File: src/rtl/coin_acceptor.sv
// Coin acceptor: synchronises three coin-sensor lines, debounces them and emits one pulse per coin.
// Optional accepted-coin counter enabled by defining COIN_ACCEPTOR_COUNT_EN.
//
// state      | meaning
// IDLE       | waiting for a synced line to go high
// DEBOUNCE   | one coin latched, counting consecutive clean cycles
// EMIT       | one-cycle accepted-coin pulse
// REJECT     | one-cycle invalid-coin pulse
// RELEASE    | waiting for all lines low for DEBOUNCE_CYCLES cycles
module coin_acceptor #(
    parameter int unsigned DEBOUNCE_CYCLES = 4
) (
    input  logic       clk,
    input  logic       rst_n,
    input  logic       raw_nickel,
    input  logic       raw_dime,
    input  logic       raw_quarter,
    output logic       nickel,
    output logic       dime,
    output logic       quarter,
    output logic       reject,
    output logic       busy,
    output logic [7:0] coin_count
);

    typedef enum logic [2:0] {
        S_IDLE     = 3'd0,
        S_DEBOUNCE = 3'd1,
        S_EMIT     = 3'd2,
        S_REJECT   = 3'd3,
        S_RELEASE  = 3'd4
    } state_t;

    localparam logic [7:0] DB_LIMIT = 8'(DEBOUNCE_CYCLES);

    // Line vectors are ordered {nickel, dime, quarter}.
    logic [2:0] sync_1;
    logic [2:0] sync_2;
    state_t     state;
    state_t     state_nx;
    logic [7:0] cnt;
    logic [7:0] cnt_nx;
    logic [2:0] coin;
    logic [2:0] coin_nx;
    logic [7:0] cnt_inc;
    logic       single_hot;

    always_ff @(posedge clk or negedge rst_n) begin
        if (!rst_n) begin
            sync_1 <= '0;
            sync_2 <= '0;
        end else begin
            sync_1 <= {raw_nickel, raw_dime, raw_quarter};
            sync_2 <= sync_1;
        end
    end

    assign cnt_inc    = cnt + 8'd1;
    assign single_hot = (sync_2 != 3'b000) && ((sync_2 & (sync_2 - 3'd1)) == 3'b000);

    always_ff @(posedge clk or negedge rst_n) begin
        if (!rst_n) begin
            state <= S_IDLE;
            cnt   <= '0;
            coin  <= '0;
        end else begin
            state <= state_nx;
            cnt   <= cnt_nx;
            coin  <= coin_nx;
        end
    end

    always_comb begin
        state_nx = state;
        cnt_nx   = cnt;
        coin_nx  = coin;
        unique case (state)
            S_IDLE: begin
                cnt_nx = '0;
                if (single_hot) begin
                    coin_nx  = sync_2;
                    state_nx = S_DEBOUNCE;
                end else if (sync_2 != 3'b000) begin
                    state_nx = S_REJECT;
                end
            end
            S_DEBOUNCE: begin
                if ((sync_2 & ~coin) != 3'b000) begin
                    state_nx = S_REJECT;
                    cnt_nx   = '0;
                end else if ((sync_2 & coin) == 3'b000) begin
                    state_nx = S_IDLE;
                    cnt_nx   = '0;
                    coin_nx  = '0;
                end else if (cnt_inc >= DB_LIMIT) begin
                    state_nx = S_EMIT;
                    cnt_nx   = '0;
                end else begin
                    cnt_nx = cnt_inc;
                end
            end
            S_EMIT: begin
                state_nx = S_RELEASE;
                cnt_nx   = '0;
            end
            S_REJECT: begin
                state_nx = S_RELEASE;
                cnt_nx   = '0;
            end
            S_RELEASE: begin
                if (sync_2 != 3'b000) begin
                    cnt_nx = '0;
                end else if (cnt_inc >= DB_LIMIT) begin
                    state_nx = S_IDLE;
                    cnt_nx   = '0;
                    coin_nx  = '0;
                end else begin
                    cnt_nx = cnt_inc;
                end
            end
            default: begin
                state_nx = S_IDLE;
                cnt_nx   = '0;
                coin_nx  = '0;
            end
        endcase
    end

    // Outputs are registered from the next state so the pulse lines up with the EMIT/REJECT cycle.
    always_ff @(posedge clk or negedge rst_n) begin
        if (!rst_n) begin
            nickel  <= 1'b0;
            dime    <= 1'b0;
            quarter <= 1'b0;
            reject  <= 1'b0;
            busy    <= 1'b0;
        end else begin
            nickel  <= (state_nx == S_EMIT) && coin_nx[2];
            dime    <= (state_nx == S_EMIT) && coin_nx[1];
            quarter <= (state_nx == S_EMIT) && coin_nx[0];
            reject  <= (state_nx == S_REJECT);
            busy    <= (state_nx != S_IDLE);
        end
    end

`ifdef COIN_ACCEPTOR_COUNT_EN
    logic [7:0] count_q;

    always_ff @(posedge clk or negedge rst_n) begin
        if (!rst_n) begin
            count_q <= '0;
        end else if ((state_nx == S_EMIT) && (count_q != 8'hFF)) begin
            count_q <= count_q + 8'd1;
        end
    end

    assign coin_count = count_q;
`else
    assign coin_count = 8'd0;
`endif

endmodule
File: config.mk
export PLATFORM = sky130hd
export DESIGN_NAME = coin_acceptor
export DESIGN_NICKNAME = d
export VERILOG_FILES = /design/src/rtl/coin_acceptor.sv
export SDC_FILE = /design/constraint.sdc
export NUM_CORES = 1
export LEC_CHECK = 0
export CAP_MARGIN = 20
export CORE_MARGIN = 3
export CORE_UTILIZATION = 50
export CTS_BUF_LIST = sky130_fd_sc_hd__clkbuf_4
export DETAILED_ROUTE_END_ITERATION = 10
export PLACE_DENSITY_LB_ADDON = 0.12
export SLEW_MARGIN = 20
export SYNTH_ARGS = -nofsm -noshare
export SYNTH_HDL_FRONTEND = slang
export SYNTH_SLANG_ARGS = --single-unit
File: constraint.sdc
create_clock -name clk -period 4.35 [get_ports clk]
set_clock_uncertainty 0.1 [all_clocks]
set_input_delay 0.435 -clock clk [delete_from_list [all_inputs] [get_ports clk]]
set_output_delay 0.435 -clock clk [all_outputs]
set_load 0.02 [all_outputs]
== Yosys cells after proc, flatten, opt, wreduce, memory -nomap -nowiden ==
Cells that the tools add are included.

* Register bits: 25
* Input bits: 5
* Output and inout port bits: 13
* Logic and storage cells: 53

* Add/subtract/negate cells: 2
* Magnitude comparators: 1
* Eq/ne operators: 6
* Mux-type cells: 19
* Bitwise gates (word level): 4
* Reduce and logical (&&, ||, !) cells: 11

{| class="wikitable"
|+ Operators by type and width
! operator !! count
|-
| two-way mux 3 bit || 12
|-
| two-way mux 8 bit || 4
|-
| case mux 3 bit (4 select lines) || 2
|-
| case mux 8 bit (2 select lines) || 1
|-
| == test 3 x 2 -> 1 bit, second input constant || 4
|-
| AND 3 bit || 3
|-
| logical NOT 3 bit || 3
|-
| nonzero test 3 bit || 3
|-
| adder 8 x 1 -> 8 bit, second input constant || 1
|-
| >= comparator 8 x 3 -> 1 bit, second input constant || 1
|-
| logical AND 1 bit || 4
|-
| == test 3 x 1 -> 1 bit, second input constant || 1
|-
| == test 3 bit, second input constant || 1
|-
| inverter 3 bit || 1
|-
| subtractor 3 x 1 -> 3 bit, second input constant || 1
|-
| OR reduction 2 bit || 1
|}

== Logic depth before layout (Yosys ltp) ==
* Depth in word-level cells: 8
* Gate-level depth with buffers: 6
* Gate-level depth less buffers: 6

== Worst setup path after synthesis ==
No wires, ideal clock.

* Kind: reg2reg
* Start: register cnt[0]
* End: register dime
* Setup time: 134 ps
* Arrival time: 1761 ps
* Data required time: 4116 ps
* Path slack: 2355 ps
* Cell stages (with the launch flop): 7
* Buffers on the path: 0
* Clock period less this slack: 1995 ps
* Cell sequence: dfrtp_1 > ha_1 > and2_1 > or4b_4 > o311a_2 > o31ai_4 > a211oi_1

* Word-level cells in the longest chain between the ends: 8
* Elaborated cells on any way between the ends: 13
* Classes of those cells: add/sub (1); order compare (1); eq/ne (1); mux (9); reduce/logical (1)

{| class="wikitable"
|+ RTL lines
! what !! RTL line !! RTL
|-
| start: declaration || 41 || <nowiki>logic [7:0] cnt;</nowiki>
|-
| start signal: assignment || 68 || <nowiki>cnt <= cnt_nx;</nowiki>
|-
| adder 8 x 1 -> 8 bit * || 58 || <nowiki>assign cnt_inc = cnt + 8'd1;</nowiki>
|-
| >= comparator 8 x 3 -> 1 bit * || 95, 113 ||
|-
| two-way mux 3 bit || 95 || <nowiki>end else if (cnt_inc >= DB_LIMIT) begin</nowiki>
|-
| two-way mux 3 bit || 91 || <nowiki>end else if ((sync_2 & coin) == 3'b000) begin</nowiki>
|-
| two-way mux 3 bit || 88 || <nowiki>if ((sync_2 & ~coin) != 3'b000) begin</nowiki>
|-
| case mux 3 bit (4 select lines) || 77 || <nowiki>unique case (state)</nowiki>
|-
| == test 3 x 2 -> 1 bit || 139 || <nowiki>dime <= (state_nx == S_EMIT) && coin_nx[1];</nowiki>
|-
| logical AND 1 bit * || 139 ||
|-
| end signal: assignment || 139 ||
|-
| end: declaration || 19 || <nowiki>output logic dime,</nowiki>
|}

Every way passes the cells marked *; elsewhere a longest branch is shown, timed or not.

== Final worst setup path ==
* Start: register cnt[0]
* End: register nickel

* Word-level cells in the longest chain between the ends: 8
* Elaborated cells on any way between the ends: 13
* Classes of those cells: add/sub (1); order compare (1); eq/ne (1); mux (9); reduce/logical (1)

{| class="wikitable"
|+ RTL lines
! what !! RTL line !! RTL
|-
| adder 8 x 1 -> 8 bit * || 58 ||
|-
| >= comparator 8 x 3 -> 1 bit * || 95, 113 ||
|-
| two-way mux 3 bit || 95 ||
|-
| two-way mux 3 bit || 91 ||
|-
| two-way mux 3 bit || 88 ||
|-
| case mux 3 bit (4 select lines) || 77 ||
|-
| == test 3 x 2 -> 1 bit || 138 || <nowiki>nickel <= (state_nx == S_EMIT) && coin_nx[2];</nowiki>
|-
| logical AND 1 bit * || 138 ||
|-
| end signal: assignment || 138 ||
|-
| end: declaration || 18 || <nowiki>output logic nickel,</nowiki>
|}

Marks and branches as above.

==> flow_summary.yaml <==
outcome:
  run_status: "finished, violations left"
  violations: "hold timing"
die:
  start_util_pct: 53.88
  num_rows: 17
  ios: 18
  die_width_um: 55.52
  die-area_um2: 3082
  die_h_um: 55.52
  core_area_um2: 2276
final_layout:
  fillers: 207
  multi_input_area_um2: 555.5
  syn_to_final_growth_pct: 10.10
  area.sequential_um2: 625.6
  antenna_cells: 0
  final_nets: 137
  layout-drive-gt1-share_pct: 10.00
  fin_area_um2: 1350
  fin_util_pct: 59.32
critical_path:
  crit_required_ns: 4.45
  crit_fanout: 5
  end_kind: "flip-flop"
  cp_slowest_cell: "or4b_4"
  startpoint: "cnt[0]$_DFF_PN0_"
  critPathLaunchType: "flip-flop"
  crit_chain: "ha_1 -> and2_1 -> or4b_4 -> o311a_2 -> o31ai_4 -> a211oi_1"
  critPathMaxStageDelay_ns: 0.49
  critical_path_class: "reg -> reg"
  crit_arrival_ns: 2.29
  reg2reg_from: "cnt[0]$_DFF_PN0_"
  crit_family: "simple AND/OR/NAND/NOR gates"
  timing.critical_path.buf_inv: 0
timing:
  finalHoldWorstSlack_ns: -0.03189
  finalHoldViolCount: 25
  tightest_slew_ns: 0.7002
  tns_ns: 0
  rsz0062_at_grt: "false"
  clock.fmax_mhz: 456.1
  fin_crit_sh_pct: 50.40
  setup_viol: 0
  layout_min_cycle_time_ns: 2.192
  relSlewSlack_pct: 53.18
  slew_viol_final: 0
synth:
  ys.warnings.count: 0
  synth_area_leaders: "dfrtp_1 51%, buf_4 4.9%, a21oi_1 2.9%"
  avgSynthCellArea_um2: 10.57
  syn_inst: 116
  syn-cell-area_um2: 1226
  ys_seq_area_share_pct: 51.02
  yosysTopAreaCell: "dfrtp_1"
  ys.flop_type: "dfrtp_1"
  synth_top_area_share_pct: 51.02
  synth_common_cells: "25 x dfrtp_1, 8 x buf_4, 8 x nand2_1, 8 x nor2_1, 7 x a21oi_1"
  synth.most_common_cell: "dfrtp_1"
  async_reset_ff_share_pct: 100.0
  synth_edf_count: 0
  ys_types: 39
  ys_ff_latch: 25
clock_network:
  cts_resized: 0
  clk_pin_slew_worst_paths_ns: 0.13
  cts_setup_buffers: 0
  clock_sinks: 25
  cts_made_buffers: 3
  clock-root-buffer: "clkbuf_4"
  clk_path_buf_depth: 2
  hold_buffers: 0
  worstSkewPairLatency_ns: 0.31
  cts_tree: "built"
  htreeDepth: 1
global_routing:
  grt_overflow_total: 0
  grt_pass1_wl_um: 3608
  grt_pass1_vias: 790
  grt_max_degree: 26
  antenna_found_initial: 0
  met2_usage_pct: 22.80
  busiest_layer: "met2"
  use_met1_pct: 20.49
  grtUsageMet3_pct: 3.037
  grtUsageTotal_pct: 14.78
power:
  leakage_nw: 0.5610
  total_power_mw: 0.6614
  max-vdd-ir-drop_mv: 0.4530
  p_per_area_nw_per_um2: 489.9
placed_design:
  place_area_um2: 1325
  gp_congestion: 0.7848
  portBuffers: 9
  dp_hpwl_um: 1582
route:
  dr.pass1.iters: 4
  routedWlPerCell_um: 13.44
  vias: 893
  ant_nets: 0
  vias_per_cell: 5.652
  drt_iter0_drc: 35
  wl_um: 2124
  drc: 0
worst_hold_path:
  hp-class: "in -> async"
job:
  drv_cap: 0
sequential cells by signal, summed over array words and instances (netlist names):
signal   cells
quarter      1
nickel       1
cnt          8
busy         1
state        3
coin         3
sync_1       3
sync_2       3
dime         1
reject       1
kinds of logic after synthesis:
logic type	after synthesis	synth area share, %
other	1	0.3058
DFF	25	51.02
AOI/OAI and AO/OA	34	21.94
adders and majority gates	1	1.020
and+or+nand+nor	38	18.06
buffers and inverters	17	7.653
per-layer routing:
metal | share of wire, % | routed length, um
met1 | 48 | 1028
met2 | 46 | 968
met3 | 5.0 | 107
met4 | 0.89 | 19
met5 | 0 | 0
cells in the final DEF, fill, tap and decap left out, types with 4 or more instances in the layout:
master / synthesis / layout
a21oi_1: 7 / 7
inv_1: 5 / 5
nand2_1: 8 / 8
nand4_1: 4 / 4
conb_1: 1 / 14
nor2_1: 8 / 8
clkdlybuf4s50_1: 0 / 8
dfrtp_1: 25 / 25
cell type report:
cell class	instances	area share [%]
clock inverter	1	0.5561
inverter	5	1.390
sequential	25	46.34
timing repair buffer	9	6.302
multi-input combinational	87	41.15
clock buffer	3	1.668
tap	28	2.595
path summary, 6_finish.rpt:
kind / slack (ns) / depth (start not counted) / end
min in group clk: 0.26 / 0 / sync_2[2]$_DFF_PN0_
setup reg to reg: 2.16 / 6 / nickel$_DFF_PN0_
setup / recovery: 2.16 / 6 / nickel$_DFF_PN0_
hold reg to reg: 0.26 / 0 / sync_2[2]$_DFF_PN0_
max in group asynchronous: 3.84 / 1 / state[2]$_DFF_PN0_
hold / removal: -0.03 / 1 / coin[1]$_DFF_PN0_
power by group:
part           leakage (nW)  internal [mW]  total (mW)  switching [mW]
registers             0.311          0.273       0.328          0.0552
clock network        0.0139         0.0351       0.101          0.0657
logic                 0.236          0.104       0.233           0.129
stage by stage:
stage / worst slack (ns) / cells
global route: 1.978 / 158
finish: 2.158 / 158
detailed placement: 2.208 / 154
global placement: 2.241 / 154
floorplan: 2.355 / 129
CTS: 2.175 / 158
(Power assumes the default switching activity.)
